### src/rtl/axicb_wr_lock_pkg.sv
// Shared types for the crossbar write-port grant lock.
package axicb_wr_lock_pkg;

  typedef enum logic [1:0] {IDLE, ADDR, DATA} wr_lock_state_t;

  localparam int MAX_REQ_NB = 8;

endpackage

### src/rtl/axicb_onehot_mux.sv
// AND-OR select of one W-bit slice out of a packed N*W bus by a one-hot vector.
// An all-zero select yields zero; a non one-hot select ORs the chosen slices.
module axicb_onehot_mux #(
  parameter int N = 4,
  parameter int W = 8
) (
  input  logic [N-1:0]   i_sel,
  input  logic [N*W-1:0] i_data,
  output logic [W-1:0]   o_data
);

  // OR together every slice whose select bit is set
  always_comb begin
    o_data = '0;
    for (int i = 0; i < N; i++) begin
      o_data = o_data | (i_data[i*W +: W] & {W{i_sel[i]}});
    end
  end

endmodule

### src/rtl/axicb_wr_grant_lock.sv
// Write-port grant lock: latches the arbiter's one-hot grant and holds the chosen
// slave on the master port from its AW beat through WLAST, so bursts never interleave.
module axicb_wr_grant_lock
  import axicb_wr_lock_pkg::*;
#(
  parameter int REQ_NB    = 4,
  parameter int AWCH_W    = 64,
  parameter int WCH_W     = 72,
  parameter int MAX_BEATS = 256
) (
  input  logic                     aclk,
  input  logic                     arst,
  input  logic                     srst,
  output logic [REQ_NB-1:0]        arb_req,
  output logic                     arb_en,
  input  logic [REQ_NB-1:0]        arb_grant,
  input  logic [REQ_NB-1:0]        slv_awvalid,
  output logic [REQ_NB-1:0]        slv_awready,
  input  logic [REQ_NB*AWCH_W-1:0] slv_awch,
  input  logic [REQ_NB-1:0]        slv_wvalid,
  output logic [REQ_NB-1:0]        slv_wready,
  input  logic [REQ_NB-1:0]        slv_wlast,
  input  logic [REQ_NB*WCH_W-1:0]  slv_wch,
  output logic                     mst_awvalid,
  input  logic                     mst_awready,
  output logic [AWCH_W-1:0]        mst_awch,
  output logic                     mst_wvalid,
  input  logic                     mst_wready,
  output logic                     mst_wlast,
  output logic [WCH_W-1:0]         mst_wch,
  output logic                     busy,
  output logic                     err_overrun
);

  localparam int CNT_W = $clog2(MAX_BEATS) + 1;

  wr_lock_state_t    r_state, w_nxt_state;
  logic [REQ_NB-1:0] r_sel;
  logic [CNT_W-1:0]  r_beat_cnt;
  logic              r_err;

  logic [REQ_NB-1:0] w_grant_lo;
  logic              w_awvalid_sel, w_wvalid_sel, w_wlast_sel;
  logic              w_aw_hs, w_w_hs;

  // Lowest set bit guards against a malformed multi-hot grant
  assign w_grant_lo    = arb_grant & (~arb_grant + REQ_NB'(1));
  assign w_awvalid_sel = |(slv_awvalid & r_sel);
  assign w_wvalid_sel  = |(slv_wvalid & r_sel);
  assign w_wlast_sel   = |(slv_wlast & r_sel);
  // A sync reset in the same cycle cancels the handshake
  assign w_aw_hs = (r_state == ADDR) && w_awvalid_sel && mst_awready && !srst;
  assign w_w_hs  = (r_state == DATA) && w_wvalid_sel && mst_wready && !srst;

  assign busy        = (r_state != IDLE);
  assign err_overrun = r_err;

  axicb_onehot_mux #(.N(REQ_NB), .W(AWCH_W)) u_aw_mux (
    .i_sel  (r_sel),
    .i_data (slv_awch),
    .o_data (mst_awch)
  );

  axicb_onehot_mux #(.N(REQ_NB), .W(WCH_W)) u_w_mux (
    .i_sel  (r_sel),
    .i_data (slv_wch),
    .o_data (mst_wch)
  );

  // State register
  always_ff @(posedge aclk or posedge arst) begin
    if (arst)      r_state <= IDLE;
    else if (srst) r_state <= IDLE;
    else           r_state <= w_nxt_state;
  end

  // Next state and handshake routing; srst forces every valid/ready low
  always_comb begin
    w_nxt_state = r_state;
    arb_req     = '0;
    arb_en      = 1'b0;
    slv_awready = '0;
    slv_wready  = '0;
    mst_awvalid = 1'b0;
    mst_wvalid  = 1'b0;
    mst_wlast   = 1'b0;
    case (r_state)
      IDLE: begin
        arb_req = slv_awvalid;
        if (|arb_grant) begin
          arb_en      = 1'b1;
          w_nxt_state = ADDR;
        end
      end
      ADDR: begin
        mst_awvalid = w_awvalid_sel;
        slv_awready = r_sel & {REQ_NB{mst_awready}};
        if (w_aw_hs) w_nxt_state = DATA;
      end
      DATA: begin
        mst_wvalid = w_wvalid_sel;
        mst_wlast  = w_wlast_sel;
        slv_wready = r_sel & {REQ_NB{mst_wready}};
        if (w_w_hs && w_wlast_sel) w_nxt_state = IDLE;
      end
      default: w_nxt_state = IDLE;
    endcase
    if (srst) begin
      arb_en      = 1'b0;
      slv_awready = '0;
      slv_wready  = '0;
      mst_awvalid = 1'b0;
      mst_wvalid  = 1'b0;
    end
  end

  // Grant latch, saturating beat counter and sticky overrun flag
  always_ff @(posedge aclk or posedge arst) begin
    if (arst) begin
      r_sel      <= '0;
      r_beat_cnt <= '0;
      r_err      <= 1'b0;
    end else if (srst) begin
      r_sel      <= '0;
      r_beat_cnt <= '0;
      r_err      <= 1'b0;
    end else begin
      if (r_state == IDLE && |arb_grant) r_sel <= w_grant_lo;
      if (w_aw_hs)
        r_beat_cnt <= '0;
      else if (w_w_hs && r_beat_cnt != {CNT_W{1'b1}})
        r_beat_cnt <= r_beat_cnt + CNT_W'(1);
      if (w_w_hs && !w_wlast_sel && r_beat_cnt == CNT_W'(MAX_BEATS - 1))
        r_err <= 1'b1;
    end
  end

endmodule

### config.mk
export PLATFORM = sky130hd
export DESIGN_NAME = axicb_wr_grant_lock
export DESIGN_NICKNAME = d
export VERILOG_FILES = /design/src/rtl/axicb_wr_lock_pkg.sv /design/src/rtl/axicb_onehot_mux.sv /design/src/rtl/axicb_wr_grant_lock.sv
export SDC_FILE = /design/constraint.sdc
export NUM_CORES = 1
export LEC_CHECK = 0
export BUFFER_PORTS_ARGS = -buffer_cell sky130_fd_sc_hd__buf_2
export CAP_MARGIN = 30
export CORE_AREA = 2 2 284 286
export CTS_CLUSTER_DIAMETER = 200
export DETAILED_ROUTE_END_ITERATION = 7
export DIE_AREA = 0 0 286 288
export SYNTH_ARGS = -nofsm -noshare
export SYNTH_HDL_FRONTEND = slang
export SYNTH_SLANG_ARGS = --single-unit
### constraint.sdc
create_clock -name aclk -period 2.2 [get_ports aclk]
set_input_delay 0.11 -clock aclk [delete_from_list [all_inputs] [get_ports aclk]]
set_output_delay 0.11 -clock aclk [all_outputs]
set_load 0.02 [all_outputs]
### Word-level counts from Yosys, hierarchy flattened

Index checks and enable logic that the tools add are counted.

| word-level totals | value |
|---|---|
| bits of input ports | 565 |
| word-level logic and storage cells | 82 |
| register bits after elaboration | 16 |
| output and inout port bits | 154 |

| cells by class | value |
|---|---|
| reductions and logical operators | 23 |
| eq/ne operators | 7 |
| $add $sub $neg | 2 |
| bitwise logic cells | 21 |
| muxes and demuxes | 25 |

Operator list:

| operator | count |
|---|---|
| bitwise AND 72 bit | 4 |
| bitwise AND 64 bit | 4 |
| OR 72 bit | 3 |
| OR 64 bit | 3 |
| two-way mux 4 bit | 7 |
| two-way mux 9 bit | 3 |
| bitwise AND 4 bit | 6 |
| OR reduction 4 bit | 4 |
| logical AND 1 bit | 11 |
| two-way mux 1 bit | 10 |
| adder 9 x 1 -> 9 bit (second input constant) | 1 |
| == test 9 x 8 -> 1 bit (second input constant) | 1 |
| inequality test 9 bit (second input constant) | 1 |
| two-way mux 2 bit | 4 |
| inequality test 3 bit (second input constant) | 2 |
| one-hot mux 2 bit (3 select lines) | 1 |
| nonzero test 2 bit | 3 |
| adder 4 x 1 -> 4 bit (second input constant) | 1 |
| NOT 4 bit | 1 |
| inequality test 3 x 2 -> 1 bit (second input constant) | 1 |
| AND reduction 3 bit | 1 |
| nonzero test 3 bit | 1 |
| == test 2 x 1 -> 1 bit (second input constant) | 1 |
| == test 2 bit (second input constant) | 1 |
| 2 further kinds | 3 |

### Depth between registers and ports, before layout

| logic depth | value |
|---|---|
| word-level depth | 9 |
| mapped depth | 8 |
| gate-level depth less buffers | 7 |

### Modules after synthesis

Synthesis repeated with hierarchy kept, for this count alone.

| unflattened totals | value |
|---|---|
| cells, all modules | 585 |
| area, all modules | 4,371.7 um^2 |

By module, submodules not included:

| module | area an instance (um^2) | cells an instance | sequential area each (um^2) | instances |
|---|---|---|---|---|
| axicb_onehot_mux at u_w_mux | 1,711.6 | 248 | 0.0 | 1 |
| axicb_onehot_mux at u_aw_mux | 1,516.5 | 220 | 0.0 | 1 |
| axicb_wr_grant_lock | 1,143.6 | 117 | 400.4 | 1 |

### Least setup slack after synthesis

No wires, ideal clock.

| timing path | value |
|---|---|
| kind | reg2reg |
| start point | reg r_beat_cnt[2] |
| end point | reg r_beat_cnt[5] |
| setup time | 79 ps |
| buffers on the path | 1 |
| cell stages (with the launch flop) | 9 |
| arrival time | 1,942 ps |
| path slack | 179 ps |
| path through | dfrtp_1 > and4_1 > nand2_1 > nor2_1 > ha_1 > a211o_1 > buf_6 > or4_1 > a21oi_1 |

| on the way | value |
|---|---|
| longest elaborated chain between the ends | 4 |
| elaborated cells on any way between the ends | 7 |

Ends and longest elaborated chain:

| item | line | text |
|---|---|---|
| start, declared | axicb_wr_grant_lock.sv:39 | `logic [CNT_W-1:0] r_beat_cnt;` |
| start signal, assigned | axicb_wr_grant_lock.sv:132 | `r_beat_cnt <= r_beat_cnt + CNT_W'(1);` |
| adder 9 x 1 -> 9 bit | axicb_wr_grant_lock.sv:132 |  |
| two-way mux 9 bit | axicb_wr_grant_lock.sv:131 | `else if (w_w_hs && r_beat_cnt != {CNT_W{1'b1}})` |
| two-way mux 9 bit | axicb_wr_grant_lock.sv:129 | `if (w_aw_hs)` |
| two-way mux 9 bit | axicb_wr_grant_lock.sv:123 | `end else if (srst) begin` |

Parallel ways exist; a longest one is shown, timed or not. The select of a mux whose other input is x is not followed.
A chain may end at the register's enable or synchronous reset.

### Final worst setup path

| timing path | value |
|---|---|
| start point | reg r_beat_cnt[4] |
| end point | reg r_beat_cnt[4] |

Same word-level chain as after synthesis.

==> metrics <==
TritonCTS buffer count 3; VDD IR max around 0.00024 V; worst r2r src r_beat_cnt[4]; Crit. End Element flip-flop; H-tree lvl count 1; setup slack, reg-to-reg 0.14 ns; placeable core area around 80000 um2; layout cell share with drive strength beyond 1 a little under 60%; Layout Nets 1833; drt pass-1 iters 6; vias in the first global route roughly 7300; Die H 288 um; via count 8281; status finished clean; Final Instance Count excl. Fillers 2339; CTS root buffer clkbuf_16; number of placement rows 104; Layout area overhead 133%; Ys Warns 0; Slew Limit Fails 0; CTS tree done; reg2reg path depth 8; # setup viols final 0; port bufs 718; crit path DAT 2.22 ns; final hold vios 0; gr ovfl total 0; setup TNS 0 ns; Synth area leaders a22oi_1 (54%), nand2_1 (14%), dfrtp_1 (10%); Worst Path Max Fanout 7; capture point of the worst reg-to-reg path r_beat_cnt[4]; placer congestion estimate 0.942; dpl hpwl approximately 47000 um; Ports 719; pin count of the biggest net entering global routing 69; commonest non-fill, non-tap cells in the layout buf_2 (718), a22oi_1 (274), nand2_1 (145), nor2_1 (14), buf_4 (14); Tot Pwr 0.00354 W; fin crit period between 2 and 2.5 ns; RSZ-0062 raised after global routing no; die area 82400 um2; Max clock buf depth 2; overall routing resource usage 11.6%; Synth top area share a little over half; Starting Density 4.80%; Max-slew headroom 51.4%; fin util between 10 and 15%; # clock sinks 16; final wirelength roughly 52000 um; MaxCap Viol Count 0; Static Leak 4.68 nW; post-synth top area cell a22oi_1; number of synthesized register bits 16; initial antenna violation count between 70 and 80; clock slew at reported path FFs around 0.05 ns; termination of the worst setup path r_beat_cnt[4]; Die Width 286 um; first-pass GRT wire length 64100 um; Syn Inst Count 586; drt drc 0; syn_nets approximately 1200; Startpoint Class flip-flop; commonest non-fill, non-tap cell in the layout buf_2; Hold Crit Class input pin to flip-flop; FMAX 486 MHz; worst slew pin tran 0.720 ns; kind of critical path flip-flop to flip-flop; First DRT Iteration DRCs 573; pwr/cell area 398 nW/um2; postcts setup bufs 0; Setup crit start r_beat_cnt[4]; post-synthesis instance area 3820 um2; sequential cell area fraction in the yosys report between 10% and 20%; Syn Area/Cell 6.52 um2; Distinct cells, synth 34; Routed wire per std cell ~22 um; Setup Skew 0.00279 ns; hold_sp arb_grant[3]; fin crit share 93.4%; via/cell ratio between 3 and 4; # placed instances between 2000 and 2500; worst skew pair latency ~0.25 ns; final antenna-violating net count 0; WP data required 2.37 ns
==> kinds of logic after synthesis <==
kind of cell / share of synthesized area (%)
compound gates: 59.7
xor+xnor: 0.458
fa+ha+maj: 0.982
buf+inv: 7.60
flops: 10.5
simple gates: 20.8
==> Yosys cell counts <==
cell type / instances
a2111oi_0: 1
buf_6: 1
xnor2_1: 2
and4_1: 1
nor2_1: 14
buf_1: 2
nor3b_1: 3
nand4bb_4: 1
nand2_1: 145
a32oi_1: 2
o22ai_1: 1
or4_1: 2
and2_1: 12
a22oi_1: 274
dfrtp_1: 16
o21ai_0: 2
a211oi_1: 4
a21oi_1: 6
nor3_1: 3
a22o_1: 3
a22oi_2: 1
nand2b_1: 1
a221oi_1: 1
a41oi_1: 1
or3_1: 2
nand3_1: 3
o41ai_1: 1
inv_1: 7
o2111ai_1: 2
a211o_1: 1
o31ai_1: 4
clkbuf_1: 60
buf_2: 4
ha_1: 3
==> worst max-delay path, cell delays in order, from the launching register on <==
cell     delay, ns
dfrtp_1       0.40
and4_1        0.21
nand2_1       0.10
nor2_1        0.07
ha_1          0.21
a211o_1       0.31
buf_4         0.19
or3_1         0.34
a21oi_1       0.15
==> layout make-up <==
cell class / count / area, um2
timing repair buffer: 741 / 3870
sequential: 16 / 415
inverter: 7 / 26.3
clock buffer: 4 / 88.8
antenna: 15 / 37.5
multi-input combinational: 496 / 3130
fill: 9326 / 70700
tap: 1060 / 1330
==> power breakdown <==
group / leakage (nW) / switching [W] / total, W / internal, W
logic: 4.42 / 0.00174 / 0.00281 / 0.00106
registers: 0.213 / 0.0000260 / 0.000337 / 0.000311
clock network: 0.0443 / 0.000123 / 0.000400 / 0.000277
==> through the flow <==
| step | hold slack, ns | instance area (um2) | worst slack [ns] |
|---|---|---|---|
| CTS | 0.202 | 8860 | 0.119 |
| global route | 0.219 | 8870 | 0.0230 |
| finish | 0.207 | 8900 | 0.144 |
| detailed placement | 0.259 | 8760 | 0.139 |
| global placement | 0.249 | 8760 | 0.163 |
| floorplan | 0.0237 | 3820 | 0.179 |
==> state kept, by name, summed over array words and instances, names as in the netlist <==
signal	flops
err_overrun	1
r_sel	4
r_beat_cnt	9
r_state	2
==> metal layers <==
layer / routed length (um) / GRT usage (%) / vias to the layer above
met1: 21100 / 14.5 / 3762
li1: - / - / 3694
met5: 204 / 0 / -
met3: 6490 / 4.38 / 132
met2: 22500 / 18.4 / 659
met4: 1950 / 3.12 / 34
==> worst min path at each step <==
| stage | endpoint | slack, ns | cells past startpoint |
|---|---|---|---|
| after CTS | r_sel[2] | 0.20 | 3 |
| after global placement | r_beat_cnt[7] | 0.25 | 2 |
| final | r_sel[3] | 0.21 | 3 |
| after global routing | r_sel[3] | 0.22 | 3 |
| after detailed placement | r_beat_cnt[5] | 0.26 | 2 |
| after floorplan | err_overrun | 0.02 | 1 |
==> timing repair <==
item,4_1_cts,5_1_grt
setup endpoints to repair,0,2
resized for setup,0,1
hold buffers,1,0
endpoints found under the hold margin,16,0
Power figures use the tool's default switching activity.
